## config.mk

```make
export PLATFORM = sky130hd
export DESIGN_NAME = mult_datapath_flat
export DESIGN_NICKNAME = d
export VERILOG_FILES = /design/src/rtl/mult_datapath_if.sv /design/src/rtl/mult_datapath.sv /design/src/flat_wrapper.sv
export SDC_FILE = /design/constraint.sdc
export NUM_CORES = 1
export LEC_CHECK = 0
export CAP_MARGIN = 25
export CORE_ASPECT_RATIO = 1.1
export CORE_MARGIN = 2
export CORE_UTILIZATION = 55
export CTS_CLUSTER_SIZE = 20
export DETAILED_ROUTE_END_ITERATION = 16
export PLACE_DENSITY = 0.91
export SETUP_SLACK_MARGIN = 0.1
export SLEW_MARGIN = 40
export SYNTH_ARGS = -nofsm -noshare
export SYNTH_HDL_FRONTEND = slang
export SYNTH_SLANG_ARGS = --single-unit
```

## constraint.sdc

```tcl
create_clock -name Clk -period 4 [get_ports Clk]
set_input_delay 0.6 -clock Clk [delete_from_list [all_inputs] [get_ports Clk]]
set_output_delay 0.6 -clock Clk [all_outputs]
set_load 0.1 [all_outputs]
```

## src/rtl/mult_datapath_if.sv

```systemverilog
// Strobe/operand/result bundle between the multiplier control FSM and the
// shift-add datapath. Optional PRODUCT_HOLD_EN adds the Valid result flag.
//
// Handshake: there is no valid/ready pair here. Load, Ad and Sh are level
// strobes sampled on every rising Clk edge. The datapath is always ready.
// M and K are combinational status from the datapath registers and are
// valid between edges.
interface mult_datapath_if #(
  parameter int N = 8
);
  logic           Load;
  logic           Ad;
  logic           Sh;
  logic [N-1:0]   Mcand_in;
  logic [N-1:0]   Mplier_in;
  logic           M;
  logic           K;
  logic [2*N-1:0] Product;
`ifdef PRODUCT_HOLD_EN
  logic           Valid;

  // Control side (FSM or bench) drives strobes and operands
  modport master (
    output Load, Ad, Sh, Mcand_in, Mplier_in,
    input  M, K, Product, Valid
  );

  // Datapath side
  modport slave (
    input  Load, Ad, Sh, Mcand_in, Mplier_in,
    output M, K, Product, Valid
  );
`else
  // Control side (FSM or bench) drives strobes and operands
  modport master (
    output Load, Ad, Sh, Mcand_in, Mplier_in,
    input  M, K, Product
  );

  // Datapath side
  modport slave (
    input  Load, Ad, Sh, Mcand_in, Mplier_in,
    output M, K, Product
  );
`endif
endinterface

```

## src/rtl/mult_datapath.sv

```systemverilog
// Shift-add unsigned N x N -> 2N multiplier datapath.
// ACC is 2N+1 bits: the upper N+1 bits accumulate partial sums (with carry),
// the lower N bits start as the multiplier and shift out one bit per Sh.
// Optional macro PRODUCT_HOLD_EN: Product comes from a register captured on
// the final shift and a Valid flag is provided; otherwise Product is the
// live ACC[2N-1:0].
module mult_datapath #(
  parameter int N = 8
) (
  input logic            Clk,
  input logic            Rst,
  mult_datapath_if.slave bus
);

  localparam int CW = (N > 1) ? $clog2(N) : 1;

  logic [2*N:0]  acc_q, acc_d;
  logic [N-1:0]  mcand_q, mcand_d;
  logic [CW-1:0] count_q, count_d;
  logic [N:0]    sum;
  logic          last_shift;

  // Upper-half add keeps its carry in the extra top bit
  assign sum        = {1'b0, acc_q[2*N-1:N]} + {1'b0, mcand_q};
  assign last_shift = (count_q == CW'(N - 1));

  // Next-state selection: Load dominates, then Ad/Sh combinations
  always_comb begin
    acc_d   = acc_q;
    mcand_d = mcand_q;
    count_d = count_q;
    if (bus.Load) begin
      mcand_d = bus.Mcand_in;
      acc_d   = {{(N + 1){1'b0}}, bus.Mplier_in};
      count_d = '0;
    end else if (bus.Ad && !bus.Sh) begin
      acc_d = {sum, acc_q[N-1:0]};
    end else if (bus.Sh && !bus.Ad) begin
      acc_d   = {1'b0, acc_q[2*N:1]};
      count_d = last_shift ? '0 : count_q + CW'(1);
    end else if (bus.Ad && bus.Sh) begin
      acc_d   = {1'b0, sum, acc_q[N-1:1]};
      count_d = last_shift ? '0 : count_q + CW'(1);
    end
  end

  // Datapath registers with asynchronous clear
  always_ff @(posedge Clk or posedge Rst) begin
    if (Rst) begin
      acc_q   <= '0;
      mcand_q <= '0;
      count_q <= '0;
    end else begin
      acc_q   <= acc_d;
      mcand_q <= mcand_d;
      count_q <= count_d;
    end
  end

  assign bus.M = acc_q[0];
  assign bus.K = last_shift;

`ifdef PRODUCT_HOLD_EN
  logic [2*N-1:0] prod_q;
  logic           valid_q;

  // Result capture on the final shift; Valid cleared when a new Load starts
  always_ff @(posedge Clk or posedge Rst) begin
    if (Rst) begin
      prod_q  <= '0;
      valid_q <= 1'b0;
    end else if (bus.Load) begin
      valid_q <= 1'b0;
    end else if (bus.Sh && last_shift) begin
      prod_q  <= acc_d[2*N-1:0];
      valid_q <= 1'b1;
    end
  end

  assign bus.Product = prod_q;
  assign bus.Valid   = valid_q;
`else
  assign bus.Product = acc_q[2*N-1:0];
`endif

endmodule

```

## src/flat_wrapper.sv

```systemverilog
// flat-port wrapper written by rule: the top's interface ports become plain ports
module mult_datapath_flat 
#(
  parameter int N = 8
)
  (Clk, Rst, bus_Load, bus_Ad, bus_Sh, bus_Mcand_in, bus_Mplier_in, bus_M, bus_K, bus_Product);
  mult_datapath_if #(.N(N)) bus_i ();
  input logic Clk;
  input logic Rst;
  input wire logic [$bits(bus_i.Load)-1:0] bus_Load;
  input wire logic [$bits(bus_i.Ad)-1:0] bus_Ad;
  input wire logic [$bits(bus_i.Sh)-1:0] bus_Sh;
  input wire logic [$bits(bus_i.Mcand_in)-1:0] bus_Mcand_in;
  input wire logic [$bits(bus_i.Mplier_in)-1:0] bus_Mplier_in;
  output wire logic [$bits(bus_i.M)-1:0] bus_M;
  output wire logic [$bits(bus_i.K)-1:0] bus_K;
  output wire logic [$bits(bus_i.Product)-1:0] bus_Product;
  assign bus_i.Load = bus_Load;
  assign bus_i.Ad = bus_Ad;
  assign bus_i.Sh = bus_Sh;
  assign bus_i.Mcand_in = bus_Mcand_in;
  assign bus_i.Mplier_in = bus_Mplier_in;
  assign bus_M = bus_i.M;
  assign bus_K = bus_i.K;
  assign bus_Product = bus_i.Product;
  mult_datapath #(.N(N)) u_core (.Clk(Clk), .Rst(Rst), .bus(bus_i));
endmodule
```

==> reports/qor.csv, run 1 <==
metric,value,unit
status,"complete, no violations",
gr usage total,20.4,%
Async SR Flop Fraction,100,%
FF-to-FF End,u_core.acc_q[12]$_DFFE_PP0P_,
Post-synth EDFFs,0,
top-area cell type share of the netlist area,37.6,%
hold path endpoint,u_core.mcand_q[6]$_DFFE_PP0P_,
CTS-repair resized insts,0,
IO Count,39,
Synth warnings,0,
Initial Utilization,56.5,%
final wirelength,3700,um
Mean Syn Cell Area,9.52,um2
Post-CTS Repair Setup Buffers,0,
Nets,250,
detailed-router iteration count before antenna repair,4,
PwrDens,467,nW/um2
# Max-Cap Violations,0,
critical path class,in2reg,
post-route antenna net violation count,0,
die area,3870,um2
Tmin final,2640,ps
hold-fix buffers at CTS,0,
met2 routed WL,1820,um
cell with the most instances after synthesis,dfrtp_1,
Vias,1453,
synthesized instance count,196,
initial antenna violation count,0,
switching share of power,43.9,%
Int Pwr,552,uW
required time of the critical path,4280,ps
layout cells sized above 1,18.2,%
synth unique cells,46,
HP Class,reg2reg,
clk_lat worst skew,340,ps
vias in the first global route,1384,
"Seq/Total Area, Yosys",37.6,%
Mapped Area,1870,um2
"Arr. time, crit path",2920,ps
drt via density,5.81,
RSZ-0062 raised after global routing,false,
FF/Latch Area,701,um2
Slew Limit Fails,0,
LEAKAGE,0.000993,uW
power share of the clock group,19.3,%
area occupied by multi-input gates,965,um2
Worst slew margin,61.1,%
drc violations,0,
worst vdd ir,0.000216,V
Logic pwr share,45.7,%
Final HPWL DP,2840,um
grt ovf,0,
cell row count,22,
Sink Count,28,
Fillers,281,
clk slew on worst S/H paths,150,ps
hold depth,1,
"Cell Count, Final, Fillers Out",250,
Final Skew,10.7,ps
measured slew at the worst slew-check pin,583,ps
Die Width,59.5,um
r2r setup slk,1910,ps
M1 WL,1740,um
first-pass GRT wire length,6130,um
top layer in use,met4,
Psw,431,uW
Synth Register Bits,28,
Commonest cells post-synth,"28 x dfrtp_1, 16 x buf_4, 15 x nand2_1, 13 x ha_1",
"top cells by area, synth","dfrtp_1 38%, ha_1 8.7%, buf_4 6.4%",
final clock period utilization by the worst path,66.0,%
Area Overhead vs Synth,12.9,%
final hold violation count,0,
worst reg2reg path depth,8,
clock root cell,clkbuf_4,
core area,3300,um2
DR WL/cell,14.8,um
Buffers on Ports,38,
H-tree levels,1,
initial DRC count,71,
clock buffer depth,2,
setup violators final,0,
Main synth FF type,dfrtp_1,
setup_tns,0,ps
sequential share of power,35.0,%
GPL Wtd Cong,0.873,
antenna cell count,0,
TritonCTS clock tree,built,
Setup crit start kind,primary input,
Mapped Nets,231,
reg-to-reg critical path startpoint,u_core.acc_q[8]$_DFFE_PP0P_,
DP Cell Count,246,
routed length on met3,56,um
cts bufs inserted,3,
Hold Path Origin,u_core.mcand_q[6]$_DFFE_PP0P_,
largest fanout on the critical path,13,
highest clock rate,0.379,GHz
Die Height,65.1,um
largest net degree at the start of global routing,33,
post-synth top area cell,dfrtp_1,
Final Core Density,63.7,%
crit end category,flip-flop,
## routing by layer
layer  global-route usage, %  vias up
met4                    5.83        0
met5                       0        -
met1                    29.5      692
li1                        -      721
met2                    32.6       30
met3                    1.40       10
## critical path, stage by stage
cell and delay (ps):
clkdlybuf4s50_1 620, inv_1 260, ha_1 360, nor2b_1 450, nor2_1 170, a211oi_1 290
o31a_1 170
## sequential cells by signal, indices dropped and copies added (netlist names)
signal,count
u_core.mcand_q,8
u_core.acc_q,17
u_core.count_q,3
## logic make-up (layout without fill, tap and decap cells)
logic type | Yosys count | after routing | share of synthesized area, %
muxes | 11 | 11 | 6.44
and+or+nand+nor | 40 | 40 | 10.1
adders and majority gates | 14 | 14 | 9.79
xor gates and xnor gates | 5 | 5 | 2.35
buffers and inverters | 37 | 55 | 10.7
DFF | 28 | 28 | 37.6
AOI/OAI and AO/OA | 61 | 61 | 23.1
## placed cells by master, fill, tap and decap left out, types with 2 or more instances in the layout
| cell | n |
|---|---|
| clkdlybuf4s50_1 | 20 |
| mux2_2 | 8 |
| o21a_1 | 3 |
| a21oi_1 | 11 |
| o31a_1 | 2 |
| o21ai_1 | 4 |
| inv_1 | 10 |
| nand2_1 | 15 |
| o21bai_1 | 3 |
| clkbuf_4 | 3 |
| a22oi_1 | 5 |
| ha_1 | 13 |
| o21ai_0 | 9 |
| nor3_1 | 4 |
| a21o_1 | 2 |
| o211ai_1 | 5 |
| inv_2 | 2 |
| nor2_1 | 11 |
| nor2b_1 | 2 |
| and3_1 | 3 |
| dfrtp_1 | 28 |
| a221oi_1 | 3 |
| xor2_1 | 3 |
| xnor2_1 | 2 |
| buf_2 | 18 |
| mux2i_1 | 3 |
## how the worst max path moves through the flow
stage	start	end	slack, ps
3_5_place_dp	bus_Sh	u_core.acc_q[10]$_DFFE_PP0P_	1020
6_report	bus_Sh	u_core.acc_q[10]$_DFFE_PP0P_	1360
4_1_cts	bus_Sh	u_core.acc_q[10]$_DFFE_PP0P_	1370
5_1_grt	bus_Sh	u_core.acc_q[10]$_DFFE_PP0P_	1200
3_3_place_gp	bus_Sh	u_core.acc_q[10]$_DFFE_PP0P_	1140
2_1_floorplan	bus_Sh	u_core.acc_q[15]$_DFFE_PP0P_	1890
## per-stage QoR
stage / setup WS (ps) / hold WS, ps / total power, uW / instance area (um2)
5_1_grt: 1200 / 559 / 1030 / 2110
4_1_cts: 1370 / 537 / 986 / 2110
3_3_place_gp: 1140 / 500 / 813 / 2140
2_1_floorplan: 1890 / 485 / 740 / 1870
6_report: 1360 / 536 / 983 / 2110
3_5_place_dp: 1020 / 503 / 799 / 2050
## power groups by stage
stage	Clock, uW	Sequential (uW)	Combinational (uW)
floorplan	0	347	393
global placement	0	349	464
detailed placement	0	350	450
CTS	190	344	452
global route	204	348	481
finish	189	344	450
## area by class of cell
type                       count  share of cell area (%)
multi-input combinational    131                    45.8
clock inverter                 1                    1.43
inverter                      12                    2.14
clock buffer                   3                    1.07
sequential                    28                    33.3
timing repair buffer          39                    14.1
tap                           36                    2.14
Note: power is estimated with default switching activity, not from simulation.
==> run 2, diff against run 1 <==
Settings changed: CORE_UTILIZATION 55 to 51, PLACE_DENSITY 0.91 to 0.86.
Clock period 4 ns to 2.48 ns, I/O delays scaled along.
==> run 2 against run 1 <==
Global-route usage rose by 0.20 points. Cell count rose by 8.8%. Via count rose by 3.3%. Routed wire length rose by 2.6%. Highest routed layer unchanged. Largest cell class unchanged. Total power rose by 70%. Clock power rose by 92%. Critical path type is now reg2reg.
==> reports/qor.csv, run 2 (synthesis gave the netlist of run 1 again) <==
metric,value,unit,change
gr usage total,20.6,%,+0.20 points
cts bufs inserted,3,,unchanged
Final HPWL DP,2800,um,-1.4%
clk_lat worst skew,280,ps,-60 ps
status,"complete, no violations",,
detailed-router iteration count before antenna repair,4,,unchanged
Vias,1501,,+3.3%
CP endpoint,u_core.acc_q[14]$_DFFE_PP0P_,,
final worst slack,345,ps,-1020 ps
largest net degree at the start of global routing,29,,-12%
# Max-Cap Violations,0,,unchanged
"Arr. time, crit path",2310,ps,-610 ps
clock root cell,clkbuf_8,,
setup_tns,0,ps,unchanged
area occupied by multi-input gates,965,um2,unchanged
final hold violation count,0,,unchanged
GPL Wtd Cong,0.897,,+2.7%
layout cells sized above 1,20.7,%,+2.5 points
antenna cell count,0,,unchanged
H-tree levels,1,,unchanged
final clock period utilization by the worst path,86.1,%,
initial DRC count,52,,-27%
PwrDens,746,nW/um2,+60%
clk slew on worst S/H paths,100,ps,-50 ps
clock buffer depth,2,,unchanged
"critical path, cell by cell","ha_1, inv_1, fa_1, nor2b_4, o211ai_1, o21bai_1, xnor2_1, a221oi_1",,
HP Class,in2async,,
first-pass GRT wire length,6490,um,+5.8%
DR WL/cell,13.9,um,-5.7%
Largest Register,u_core.acc_q,,
Die Height,67.4,um,+3.6%
critical path's largest stage delay,440,ps,-180 ps
vias in the first global route,1426,,+3.0%
worst reg2reg path depth,8,,unchanged
post-place setup slack,309,ps,-707 ps
Slew Limit Fails,0,,unchanged
core area,3570,um2,+8.0%
slowest CP cell,fa_1,,
critical path class,reg2reg,,
r2r setup slk,350,ps,-1560 ps
crit end category,flip-flop,,
Setup crit start kind,flip-flop,,
IO Count,39,,unchanged
die area,4160,um2,+7.3%
Final Skew,1.19,ps,-9.53 ps
LEAKAGE,0.00105,uW,+5.6%
TritonCTS clock tree,built,,
Initial Utilization,52.3,%,-4.2 points
drc violations,0,,unchanged
setup violators final,0,,unchanged
RSZ-0062 raised after global routing,false,,
Buffers on Ports,38,,unchanged
highest clock rate,0.468,GHz,
hold-fix buffers at CTS,0,,unchanged
required time of the critical path,2660,ps,-1620 ps
Top Registers,"u_core.acc_q (17), u_core.mcand_q (8), u_core.count_q (3)",,
Area Overhead vs Synth,20.5,%,
Nets,258,,+3.2%
most frequent cells in the layout,"28 x dfrtp_1, 27 x buf_4, 20 x clkdlybuf4s50_1",,
critical path startpoint,u_core.acc_q[8]$_DFFE_PP0P_,,
Die Width,61.7,um,+3.6%
reg-to-reg critical path startpoint,u_core.acc_q[8]$_DFFE_PP0P_,,
FF-to-FF End,u_core.acc_q[14]$_DFFE_PP0P_,,
most common library cell in the layout ignoring fill and taps,dfrtp_1,,
drt via density,5.52,,-5.1%
CTS-repair resized insts,0,,unchanged
largest fanout on the critical path,4,,-9
Post-CTS Repair Setup Buffers,0,,unchanged
post-route antenna net violation count,0,,unchanged
final wirelength,3790,um,+2.6%
Fillers,315,,+12%
Sink Count,28,,unchanged
cell row count,23,,+4.5%
measured slew at the worst slew-check pin,415,ps,-168 ps
FF/Latch Area,701,um2,unchanged
worst vdd ir,0.000386,V,+79%
initial antenna violation count,0,,unchanged
Worst slew margin,72.2,%,+11 points
Tmin final,2140,ps,
Final Core Density,63.0,%,-0.78 points
number of flip-flops in the largest register,17,,unchanged
grt ovf,0,,unchanged
-- run 2: critical path: cells and delay by family (launching register included) --
kind            cells  cell delay [ps]
simple gates        1              140
compound gates      3              610
buf+inv             1               70
xor+xnor            1              120
fa+ha+maj           2              690
flops               1              400
-- run 2: how the worst min path moves through the flow --
stage	from	to	cells after the start
after floorplan	Rst	u_core.acc_q[0]$_DFFE_PP0P_	1
final	Rst	u_core.mcand_q[7]$_DFFE_PP0P_	3
after detailed placement	u_core.mcand_q[5]$_DFFE_PP0P_	u_core.mcand_q[5]$_DFFE_PP0P_	1
after global routing	Rst	u_core.mcand_q[2]$_DFFE_PP0P_	3
after global placement	u_core.mcand_q[6]$_DFFE_PP0P_	u_core.mcand_q[6]$_DFFE_PP0P_	1
after CTS	Rst	u_core.mcand_q[7]$_DFFE_PP0P_	3
-- run 2: cell type report --
cell class | instances | area share, %
Clock buffer | 3 | 1.84
Inverter | 12 | 2.00
Multi-Input combinational cell | 131 | 42.9
Sequential cell | 28 | 31.2
Clock inverter | 1 | 1.34
Tap cell | 50 | 2.78
Timing Repair Buffer | 47 | 17.9
-- run 2: report_power, final --
part / switching (uW) / internal, uW
combinational: 507 / 251
clock: 147 / 216
sequential: 48.6 / 506
-- run 2: per-layer routing --
layer | vias up | wire [um] | global-route usage [%]
met2 | 38 | 1920 | 34.1
met1 | 717 | 1680 | 28.1
met5 | - | 0 | 0
met4 | 0 | 61 | 6.38
li1 | 738 | - | -
met3 | 8 | 131 | 1.92
-- run 2: stage by stage --
| step | total power, uW | hold slack [ps] | instance area (um2) | cells |
|---|---|---|---|---|
| after detailed placement | 1320 | 504 | 2180 | 268 |
| final | 1680 | 478 | 2250 | 272 |
| after global routing | 1760 | 520 | 2250 | 272 |
| after global placement | 1300 | 496 | 2180 | 268 |
| after CTS | 1680 | 497 | 2250 | 272 |
| after floorplan | 1190 | 437 | 1870 | 196 |
